### src/rtl/hazard_pkg.sv
// hazard_pkg: shared types and constants for the decode-stage hazard tracker.
//   REG_W        register identifier width (32 registers, R0 hardwired zero)
//   FWD_*        EX operand source selects
//   entry_t      tracked in-flight writer {valid, rd, load}
//   fwd_select   forwarding priority helper, youngest producer first
package hazard_pkg;

  localparam int REG_W = 5;

  localparam logic [1:0] FWD_RF  = 2'b00;
  localparam logic [1:0] FWD_MEM = 2'b01;
  localparam logic [1:0] FWD_WB  = 2'b10;

  typedef struct packed {
    logic             valid;
    logic [REG_W-1:0] rd;
    logic             load;
  } entry_t;

  // A load in EX never reaches here as a forward source: that case stalls.
  function automatic logic [1:0] fwd_select(input logic ex_hit,
                                            input logic ex_load,
                                            input logic mem_hit);
    if (ex_hit && !ex_load) return FWD_MEM;
    else if (mem_hit)       return FWD_WB;
    else                    return FWD_RF;
  endfunction

endpackage

### src/rtl/dest_match.sv
// dest_match: register dependence comparator.
//   valid  in  producer entry is valid
//   used   in  consumer actually reads this source
//   src    in  consumer source register
//   dst    in  producer destination register
//   hit    out 1 on an enabled, nonzero, equal match (R0 never matches)
module dest_match
  import hazard_pkg::*;
(
  input  logic             valid,
  input  logic             used,
  input  logic [REG_W-1:0] src,
  input  logic [REG_W-1:0] dst,
  output logic             hit
);

  assign hit = valid & used & (src != '0) & (src == dst);

endmodule

### src/rtl/hazard_tracker.sv
// hazard_tracker: decode-stage data-hazard tracker.
// Tracks the destination of the writers in EX and MEM, compares decode's
// sources against them, drives the combinational stall and (when built with
// FORWARD_EN) the registered EX forwarding selects.
//   clk, rst               clock, synchronous active-high reset
//   hold                   global freeze; all tracker state holds
//   flush                  squash decode instruction (never recorded)
//   id_valid               decode holds a real instruction
//   id_rs/id_rs_used       source A and its read enable
//   id_rt/id_rt_used       source B and its read enable
//   id_rd/id_wr            destination and its write enable
//   id_is_load             instruction is a load
//   stall                  combinational: hold PC/IF-ID, bubble into ID/EX
//   fwd_a, fwd_b           registered EX operand source selects
// Build option: define FORWARD_EN for forwarding mode (load-use stall only,
// live fwd_a/fwd_b). Undefined: full interlock, fwd_a/fwd_b tied to FWD_RF.
module hazard_tracker
  import hazard_pkg::*;
(
  input  logic             clk,
  input  logic             rst,
  input  logic             hold,
  input  logic             flush,
  input  logic             id_valid,
  input  logic [REG_W-1:0] id_rs,
  input  logic             id_rs_used,
  input  logic [REG_W-1:0] id_rt,
  input  logic             id_rt_used,
  input  logic [REG_W-1:0] id_rd,
  input  logic             id_wr,
  input  logic             id_is_load,
  output logic             stall,
  output logic [1:0]       fwd_a,
  output logic [1:0]       fwd_b
);

  entry_t ent_p0;   // decode candidate
  entry_t ent_p1;   // instruction in EX
  entry_t ent_p2;   // instruction in MEM

  logic rs_ex, rs_mem, rt_ex, rt_mem;
  logic hazard, advance;

  dest_match u_rs_ex  (.valid(ent_p1.valid), .used(id_rs_used), .src(id_rs), .dst(ent_p1.rd), .hit(rs_ex));
  dest_match u_rs_mem (.valid(ent_p2.valid), .used(id_rs_used), .src(id_rs), .dst(ent_p2.rd), .hit(rs_mem));
  dest_match u_rt_ex  (.valid(ent_p1.valid), .used(id_rt_used), .src(id_rt), .dst(ent_p1.rd), .hit(rt_ex));
  dest_match u_rt_mem (.valid(ent_p2.valid), .used(id_rt_used), .src(id_rt), .dst(ent_p2.rd), .hit(rt_mem));

`ifdef FORWARD_EN
  assign hazard = (rs_ex | rt_ex) & ent_p1.load;
`else
  assign hazard = rs_ex | rs_mem | rt_ex | rt_mem;
`endif

  // flush dominates: the killed instruction never stalls the pipe
  assign stall   = id_valid & ~flush & hazard;
  assign advance = id_valid & ~stall & ~flush;

  assign ent_p0.valid = advance & id_wr & (id_rd != '0);
  assign ent_p0.rd    = id_rd;
  assign ent_p0.load  = id_is_load;

  // ---- ID -> EX -> MEM boundary ----
  // Only the valid bits are reset; rd/load are don't-care while invalid.
  always_ff @(posedge clk) begin
    if (rst) begin
      ent_p1.valid <= 1'b0;
      ent_p2.valid <= 1'b0;
    end else if (!hold) begin
      ent_p1 <= ent_p0;
      ent_p2 <= ent_p1;
    end
  end

`ifdef FORWARD_EN
  logic [1:0] fwd_a_p0, fwd_b_p0;

  assign fwd_a_p0 = advance ? fwd_select(rs_ex, ent_p1.load, rs_mem) : FWD_RF;
  assign fwd_b_p0 = advance ? fwd_select(rt_ex, ent_p1.load, rt_mem) : FWD_RF;

  // ---- ID -> EX boundary (forwarding selects) ----
  always_ff @(posedge clk) begin
    if (rst) begin
      fwd_a <= FWD_RF;
      fwd_b <= FWD_RF;
    end else if (!hold) begin
      fwd_a <= fwd_a_p0;
      fwd_b <= fwd_b_p0;
    end
  end

  logic unused_load;
  assign unused_load = ent_p2.load;
`else
  assign fwd_a = FWD_RF;
  assign fwd_b = FWD_RF;

  logic unused_load;
  assign unused_load = ent_p1.load ^ ent_p2.load;
`endif

endmodule
### config.mk
export PLATFORM = sky130hd
export DESIGN_NAME = hazard_tracker
export DESIGN_NICKNAME = d
export VERILOG_FILES = /design/src/rtl/hazard_pkg.sv /design/src/rtl/dest_match.sv /design/src/rtl/hazard_tracker.sv
export SDC_FILE = /design/constraint.sdc
export NUM_CORES = 1
export LEC_CHECK = 0
export CAP_MARGIN = 10
export CORE_ASPECT_RATIO = 1.2
export CORE_MARGIN = 4
export CORE_UTILIZATION = 44
export DETAILED_ROUTE_END_ITERATION = 7
export GPL_TIMING_DRIVEN = 0
export PLACE_DENSITY = 0.86
export SLEW_MARGIN = 0
export SYNTH_ARGS = -nofsm -noshare
export SYNTH_HDL_FRONTEND = slang
export SYNTH_SLANG_ARGS = --single-unit
### constraint.sdc
create_clock -name clk -period 2.65 [get_ports clk]
set_input_delay 0.6625 -clock clk [delete_from_list [all_inputs] [get_ports clk]]
set_output_delay 0.6625 -clock clk [all_outputs]
set_load 0.03 [all_outputs]
==> results of run 1 <==
through the flow:
stage	TNS [ns]	cell area, sq um	std cells	hold WS [ns]	utilization
5_1_grt	-0.01763	979.7	106	0.5586	0.6692
2_1_floorplan	0	703.2	62	0.4694	-
6_report	0	979.7	106	0.5360	0.6692
3_3_place_gp	-0.7758	954.7	102	0.4983	0.6521
3_5_place_dp	-0.8629	954.7	102	0.5185	0.6521
4_1_cts	0	980.9	106	0.5301	0.6701
registers in the layout (all words and copies together) (netlist names):
signal,cells
ent_p1,6
ent_p2,6
synthesized netlist by cell type (all sizes together) (2+ instances only):
cell type,instances,share of area
dfxtp,2,0.058
o21ai,2,0.014
or4,3,0.033
xor2,16,0.20
and2,3,0.027
buf,4,0.043
a32oi,2,0.025
nor2,2,0.011
xnor2,4,0.051
o22ai,2,0.018
edfxtp,10,0.43
nor4,4,0.036
metal layers:
metal  wire, um  part of all wire  track usage
met5          0                 0            0
met1        528              0.34       0.1413
met2        873              0.56       0.2767
met4         25             0.016      0.07035
met3        123             0.079      0.03873
path summary, 6_finish.rpt:
| check | slack [ns] | endpoint | startpoint | cells after the start |
|---|---|---|---|---|
| setup / recovery | 0.05 | stall | id_rs[3] | 7 |
| hold reg to reg | 0.54 | ent_p2[2]$_DFFE_PP_ | ent_p1[2]$_DFFE_PP_ | 0 |
| hold / removal | 0.54 | ent_p2[2]$_DFFE_PP_ | ent_p1[2]$_DFFE_PP_ | 0 |
| setup reg to reg | 1.14 | ent_p1[6]$_SDFFE_PP0N_ | ent_p1[1]$_DFFE_PP_ | 5 |
cells by family (layout without fill, tap and decap cells):
group / after synthesis / in the layout / synth area share
AOI/OAI and AO/OA: 7 / 7 / 0.07053
and+or+nand+nor: 14 / 14 / 0.1212
other: 1 / 4 / 0.005420
DFF: 12 / 12 / 0.4919
buffers and inverters: 4 / 31 / 0.04340
muxes: 1 / 1 / 0.01447
xor gates and xnor gates: 20 / 20 / 0.2532
cell type report:
type                    instances  area share
clock buffers                   3     0.02299
repair buffers                 23      0.1967
well taps                      17     0.02171
flip-flops and latches         12      0.3474
clock inverters                 1    0.003831
multi-input cells              46      0.3768
plain buffers                   4     0.03065
power breakdown:
group | leakage [nW] | internal, mW | switching (mW) | total [mW]
clock network | 0.0154 | 0.0544 | 0.0544 | 0.109
logic | 0.247 | 0.0441 | 0.0389 | 0.0830
registers | 0.110 | 0.215 | 0.00917 | 0.224
repair_timing:
action | in CTS | in global routing
pin swaps | 11 | 7
setup endpoints to repair | 1 | 1
resized for setup | 34 | 14
==> summary.txt, run 1 <==
Status
  • Status: finished clean

Setup path
  • Worst path cell trace: clkdlybuf4s15_2 -> xor2_1 -> nor4_2 -> a32oi_1 -> o22ai_2 -> and2_4 -> buf_6
  • Worst path bufs/invs: 2
  • Required @ worst endpoint: 1.99 ns
  • CP Class: in -> out
  • Worst Path Arrival: 1.94 ns
  • Crit Path Max Fanout: 3
  • Critical path's slowest cell: nor4_2
  • Cell family with the largest share of critical-path delay: simple AND/OR/NAND/NOR gates
  • Startpoint types: input pin
  • Critical Path End Type: output pin
  • Largest stage delay, worst path: 0.24 ns

Die
  • Die Width: 44.20 um
  • Total die area: 2274 sq um
  • I/O pin cnt: 29
  • Core Box Area: 1464 sq um
  • Std cell rows: 15
  • Die height: 51.44 um
  • Starting Density: 0.4726

Timing
  • FMAX: 384.0 MHz
  • Fin Clk Skew: 0.0003549 ns
  • Min cycle time layout: 2.604 ns
  • Final Cycle Share: 0.9827
  • Final Hold Viols: 0
  • Slew Limit Fails: 0
  • Worst rel slew slack: 0.4320
  • Slew @ Worst Pin: 0.8489 ns
  • Final worst slack: 0.04574 ns
  • Setup-failing EPs final: 0

Clock tree
  • CTS tree: yes
  • Hold_buf cts: 0
  • CTS Buf Count: 3
  • Clk pin slew, worst setup/hold paths: 0.07 ns
  • Setup repair bufs after CTS: 0
  • H-tree levels: 1
  • Clock Tree Buf Depth: 2
  • Clock latency at the later pin of the worst-skew pair: 0.26 ns
  • Clk sink count: 12
  • CTS root buf: clkbuf_4

Global route
  • Initial antenna violation count: 0
  • Vias in the first global route: 601
  • Total grt overflow: 0
  • Largest net degree at the start of global routing: 12
  • First-pass GRT wire length: 2456 um
  • Total Routing Usage GR: 0.1468

Hold path
  • Hold WC Path Type: reg -> reg

Cells and area
  • Register area: 340.3 sq um
  • Layout cells sized above 1: 0.2809
  • Nets: 114
  • Most frequent cells in the layout: xor2_1 (16), clkdlybuf4s50_1 (12), edfxtp_1 (10)
  • Most common cell after layout, fill and taps aside: xor2_1
  • Layout fillers: 124
  • # diodes: 0
  • Multi-input gate area: 369.1 sq um
  • Area grow syn2layout: 41.59%

Yosys
  • Yosys warns: 0
  • Sequential cell area fraction in the yosys report: 0.4919
  • Async SR Flop Fraction: 0
  • Synth Instances: 59
  • Number of synthesized flops with an enable pin: 10
  • Ys flop type: edfxtp_1
  • Post-Synthesis Cell Area: 691.9 sq um
  • Post-synthesis register bit count: 12
  • Syn Area/Cell: 11.73 sq um
  • Cell variety after synth: 17

Pwr
  • Leak Pwr: 0.3721 nW
  • Pwr Density: 424.2 nW/um^2
  • Total power: 0.4156 mW
  • Worst VDD drop: 310.7 uV

Run
  • Max-cap violations: 0

Place
  • Hpwl dp: 1248 um
  • GPL Wtd Cong: 0.8408
  • Pre-CTS setup slack: -0.8629 ns
  • I/O Buffers: 23

Route
  • Antenna-violating nets left: 0
  • Remaining DRCs: 0
  • Vias: 558
  • Total Routed Length: 1550 um
  • First-pass DRT Iterations: 1
  • Average wire per standard cell: 14.62 um
  • Vias per cell: 5.264
  • Initial DRC count: 0
Note: power is estimated with default switching activity, not from simulation.
==> inputs of run 2 (changes only) <==
--- a/config.mk
+++ b/config.mk
@@ -7,11 +7,11 @@
 export LEC_CHECK = 0
 export CAP_MARGIN = 10
 export CORE_ASPECT_RATIO = 1.2
-export CORE_MARGIN = 4
-export CORE_UTILIZATION = 44
+export CORE_MARGIN = 2
+export CORE_UTILIZATION = 40
 export DETAILED_ROUTE_END_ITERATION = 7
 export GPL_TIMING_DRIVEN = 0
-export PLACE_DENSITY = 0.86
+export PLACE_DENSITY = 0.8
 export SLEW_MARGIN = 0
 export SYNTH_ARGS = -nofsm -noshare
 export SYNTH_HDL_FRONTEND = slang
==> summary.txt, run 2 (synthesis gave the netlist of run 1 again) <==
Setup path
  • Startpoint types: input pin
  • RR Startpoint: ent_p1[1]$_DFFE_PP_
  • Critical Path End Type: output pin
  • CP Class: in -> out
  • Crit Path Max Fanout: 3
  • Required @ worst endpoint: 1.99 ns
  • R2r worst-path depth: 5
  • Worst Path Arrival: 1.94 ns
  • Worst R2R End: ent_p1[6]$_SDFFE_PP0N_
  • Reg2reg setup slack: 1.16 ns

Cells and area
  • # diodes: 0
  • Nets: 114
  • Layout fillers: 145
  • Area grow syn2layout: 43.58%
  • Most frequent cells in the layout: xor2_1 (16), clkdlybuf4s50_1 (12), edfxtp_1 (10), clkbuf_2 (5)
  • Biggest regs: ent_p1 (6), ent_p2 (6)
  • Layout cells sized above 1: 0.2697
  • Util after Layout: 0.6127
  • Most common cell after layout, fill and taps aside: xor2_1
  • Post-Layout Cell Count: 107

Hold path
  • Hold endpoint: ent_p2[6]$_SDFFE_PP0N_
  • Worst Hold Depth: 2
  • Hold WC Path Type: reg -> reg
  • Worst hold start: ent_p2[6]$_SDFFE_PP0N_

Route
  • Vias per cell: 5.112
  • Antenna-violating nets left: 0
  • Total Routed Length: 1374 um
  • Remaining DRCs: 0
  • Average wire per standard cell: 12.84 um
  • Vias: 547
  • Initial DRC count: 3
  • First-pass DRT Iterations: 2

Place
  • I/O Buffers: 23
  • Post-placement cell count: 103
  • Hpwl dp: 1081 um
  • GPL Wtd Cong: 0.7844

Timing
  • RSZ-0062 raised after global routing: false
  • Final Hold Viols: 0
  • Hold slack: 0.5199 ns
  • Final Cycle Share: 0.9825
  • Worst rel slew slack: 0.4403
  • Fin Clk Skew: 0.003777 ns
  • TNS Setup: 0 ns
  • Setup-failing EPs final: 0
  • Min cycle time layout: 2.604 ns
  • FMAX: 384.1 MHz
  • Slew @ Worst Pin: 0.8364 ns
  • Slew Limit Fails: 0

Global route
  • Initial antenna violation count: 0
  • First-pass GRT wire length: 2373 um
  • Total Routing Usage GR: 0.1523
  • Vias in the first global route: 590
  • Largest net degree at the start of global routing: 12
  • Total grt overflow: 0

Pwr
  • Pwr Density: 418.7 nW/um^2
  • Worst VDD drop: 247.3 uV
  • Leak Pwr: 0.3751 nW

Die
  • Starting Density: 0.4267
  • I/O pin cnt: 29
  • Total die area: 2080 sq um
  • Die height: 49.56 um
  • Std cell rows: 16
  • Die Width: 41.97 um
  • Core Box Area: 1622 sq um

Clock tree
  • Clk sink count: 12
  • Clk pin slew, worst setup/hold paths: 0.07 ns
  • CTS tree: yes
  • CTS root buf: clkbuf_4
  • Clock Tree Buf Depth: 2
  • CTS Buf Count: 3
  • Clock latency at the later pin of the worst-skew pair: 0.27 ns
  • H-tree levels: 1

Status
  • Status: finished clean

Run
  • Max-cap violations: 0
run 2: cell types whose count changed in the layout (fill, tap and decap cells not counted), sizes merged:
| cell | before | now |
|---|---|---|
| clkdlybuf4s15 | 2 | 3 |
| buf | 9 | 7 |
| clkbuf | 7 | 8 |
run 2: repair_timing:
item | CTS | global route
hold buffers | 0 | 0
buffers inserted | 0 | 0
setup endpoints to repair | 1 | 1
pin swaps | 8 | 10
resized for setup | 28 | 18
run 2: layer usage:
metal  track usage  share of wire
met3       0.03297          0.079
met5             0              0
met1        0.1469           0.37
met4       0.09677          0.017
met2        0.2839           0.53
run 2: cell type report:
type | count | area [sq um] | share of cell area
sequential | 12 | 340.3 | 0.3426
multi-input combinational | 46 | 376.6 | 0.3791
timing repair buffer | 23 | 197.7 | 0.1990
clock buffer | 3 | 22.52 | 0.02267
clock inverter | 1 | 3.754 | 0.003778
buffer | 4 | 30.03 | 0.03023
tap | 18 | 22.52 | 0.02267
run 2: where the power goes:
| part | total [mW] | switching, mW | internal (mW) |
|---|---|---|---|
| logic | 0.0828 | 0.0380 | 0.0448 |
| registers | 0.223 | 0.00844 | 0.215 |
| clock network | 0.110 | 0.0557 | 0.0544 |
| total | 0.416 | 0.102 | 0.314 |
run 2: how the worst max path moves through the flow:
stage | start | to | slack (ns) | depth (start not counted)
floorplan | id_rt[4] | stall | 0.34 | 5
global placement | id_rt[2] | stall | -0.78 | 7
detailed placement | id_rt[2] | stall | -0.77 | 7
CTS | id_rs[2] | stall | 0.002 | 6
global route | id_rt[2] | stall | 0.0003 | 7
finish | id_rs[3] | stall | 0.05 | 6
run 2: critical path, stage by stage:
cell and delay (ns):
clkdlybuf4s15_1 0.22, or4_4 0.51, o21ai_4 0.14, o22ai_2 0.11
and2_4 0.17, buf_6 0.13
run 2: through the flow:
stage | instance area (sq um) | setup slack [ns] | power, mW
after floorplan | 703.2 | 0.3368 | 0.2636
after global placement | 955.9 | -0.7791 | 0.3088
after detailed placement | 955.9 | -0.7724 | 0.3102
after CTS | 999.7 | 0.002097 | 0.4183
after global routing | 993.5 | 0.0003262 | 0.4375
final | 993.5 | 0.04630 | 0.4160
==> inputs of run 3 (changes only) <==
--- a/config.mk
+++ b/config.mk
@@ -8,10 +8,12 @@
 export CAP_MARGIN = 10
 export CORE_ASPECT_RATIO = 1.2
 export CORE_MARGIN = 2
-export CORE_UTILIZATION = 40
+export CORE_UTILIZATION = 44
+export CTS_CLUSTER_DIAMETER = 200
 export DETAILED_ROUTE_END_ITERATION = 7
 export GPL_TIMING_DRIVEN = 0
-export PLACE_DENSITY = 0.8
+export PLACE_DENSITY = 0.86
+export SKIP_LAST_GASP = 1
 export SLEW_MARGIN = 0
 export SYNTH_ARGS = -nofsm -noshare
 export SYNTH_HDL_FRONTEND = slang
==> summary.txt, run 3 (synthesis gave the netlist of run 1 again) <==
Status
  • Status: finished clean

Clock tree
  • H-tree levels: 1
  • CTS root buf: clkbuf_4
  • Clk pin slew, worst setup/hold paths: 0.07 ns
  • Clock latency at the later pin of the worst-skew pair: 0.26 ns
  • CTS tree: yes
  • Clk sink count: 12
  • Setup repair bufs after CTS: 0
  • CTS Buf Count: 3
  • Clock Tree Buf Depth: 2

Pwr
  • Leak Pwr: 0.3697 nW
  • Switch Pwr: 0.1021 mW
  • Sw frac: 0.2467
  • Gate power share: 0.197
  • Int Pwr: 0.3118 mW
  • Clock power share: 0.262
  • Total power: 0.4140 mW
  • Worst VDD drop: 315.2 uV
  • Register share of total power: 0.540
  • Pwr Density: 428.6 nW/um^2

Hold path
  • Worst Hold Depth: 2
  • Hold WC Path Type: reg -> reg

Cells and area
  • Layout cells sized above 1: 0.2809
  • # diodes: 0
  • Most frequent cells in the layout: xor2_1 (15), clkdlybuf4s50_1 (12), edfxtp_1 (10), buf_2 (7)
  • Most common cell after layout, fill and taps aside: xor2_1
  • Util after Layout: 0.6598
  • Post-Layout Cell Count: 106
  • Multi-input gate area: 366.6 sq um
  • Register area: 340.3 sq um
  • Nets: 114
  • Biggest regs: ent_p1 (6), ent_p2 (6)
  • Area grow syn2layout: 39.60%
  • Layout fillers: 121

Timing
  • Worst rel slew slack: 0.4316
  • Min cycle time layout: 2.591 ns
  • TNS Setup: 0 ns
  • Final Hold Viols: 0
  • Setup-failing EPs final: 0
  • FMAX: 386.0 MHz
  • Final Cycle Share: 0.9776
  • Fin Clk Skew: 0.006737 ns
  • Slew Limit Fails: 0
  • Slew @ Worst Pin: 0.8495 ns

Route
  • Average wire per standard cell: 14.75 um
  • Remaining DRCs: 0
  • Initial DRC count: 5
  • Vias per cell: 5.330
  • Vias: 565
  • Total Routed Length: 1564 um
  • First-pass DRT Iterations: 4
  • Antenna-violating nets left: 0

Place
  • I/O Buffers: 23
  • Post-placement cell count: 102
  • Hpwl dp: 1192 um
  • GPL Wtd Cong: 0.7402

Die
  • Total die area: 1907 sq um
  • Core Box Area: 1464 sq um
  • Std cell rows: 15
  • I/O pin cnt: 29
  • Starting Density: 0.4726
  • Die height: 47.44 um
  • Die Width: 40.20 um

Global route
  • Total Routing Usage GR: 0.1882
  • Total grt overflow: 0
  • Vias in the first global route: 546
  • Initial antenna violation count: 0
  • Largest net degree at the start of global routing: 12
  • First-pass GRT wire length: 2283 um

Setup path
  • Worst path cell trace: buf_2 -> or4_4 -> o21ai_2 -> o22ai_2 -> and2_4 -> buf_6
  • Startpoint types: input pin
  • Largest stage delay, worst path: 0.53 ns
  • Crit Path Max Fanout: 3
  • R2r worst-path depth: 5
  • Worst Path Arrival: 1.93 ns
  • Critical Path End Type: output pin
  • CP Class: in -> out
  • Required @ worst endpoint: 1.99 ns
  • Critical path's slowest cell: or4_4

Run
  • Max-cap violations: 0
[run 3: cell types whose count changed in the layout (fill, tap and decap cells not counted), sizes merged]
cell           before  now
clkdlybuf4s15       3    0
clkbuf              8    6
buf                 7   12
[run 3: final timing paths]
| check | start | slack, ns | endpoint |
|---|---|---|---|
| max | id_rt[1] | 0.06 | stall |
| min | ent_p1[6]$_SDFFE_PP0N_ | 0.53 | ent_p1[6]$_SDFFE_PP0N_ |
| max reg2reg | ent_p2[2]$_DFFE_PP_ | 1.12 | ent_p1[6]$_SDFFE_PP0N_ |
| min reg2reg | ent_p1[6]$_SDFFE_PP0N_ | 0.53 | ent_p1[6]$_SDFFE_PP0N_ |
[run 3: routing by layer]
metal	routed length [um]	share of wire	track usage
met5	0	0	0
met4	37	0.024	0.1333
met1	530	0.34	0.1824
met2	889	0.57	0.3355
met3	106	0.068	0.05116
[run 3: critical path: cells and delay by family]
family | cells | cell delay (ns)
compound gates | 2 | 0.29
buf+inv | 2 | 0.26
simple gates | 2 | 0.71
[run 3: repair_timing]
| action | 4_1_cts | 5_1_grt |
|---|---|---|
| setup endpoints to repair | 1 | 1 |
| gates resized for setup | 39 | 12 |
| pin swaps | 9 | 8 |
| hold endpoints to repair | 0 | 0 |
| hold buffers | 0 | 0 |
[run 3: power groups by stage]
stage | registers [mW] | clock network (mW) | logic (mW)
detailed placement | 0.228 | 0 | 0.0835
CTS | 0.223 | 0.112 | 0.0812
floorplan | 0.225 | 0 | 0.0387
global route | 0.225 | 0.122 | 0.0890
global placement | 0.227 | 0 | 0.0812
finish | 0.224 | 0.109 | 0.0817
[run 3: area by class of cell]
class / instances / area share
multi-input cells: 46 / 0.3795
flip-flops and latches: 12 / 0.3523
repair buffers: 23 / 0.1878
plain buffers: 4 / 0.03109
clock inverters: 1 / 0.003886
well taps: 17 / 0.02202
clock buffers: 3 / 0.02332
[run 3: per-stage QoR]
stage	hold WS, ns	instance area, sq um	setup WS [ns]
after floorplan	0.4694	703.2	0.3368
after global placement	0.4980	954.7	-0.7727
after detailed placement	0.5049	954.7	-0.8472
after CTS	0.5177	985.9	0.001469
after global routing	0.5513	965.9	-0.02931
final	0.5268	965.9	0.05941
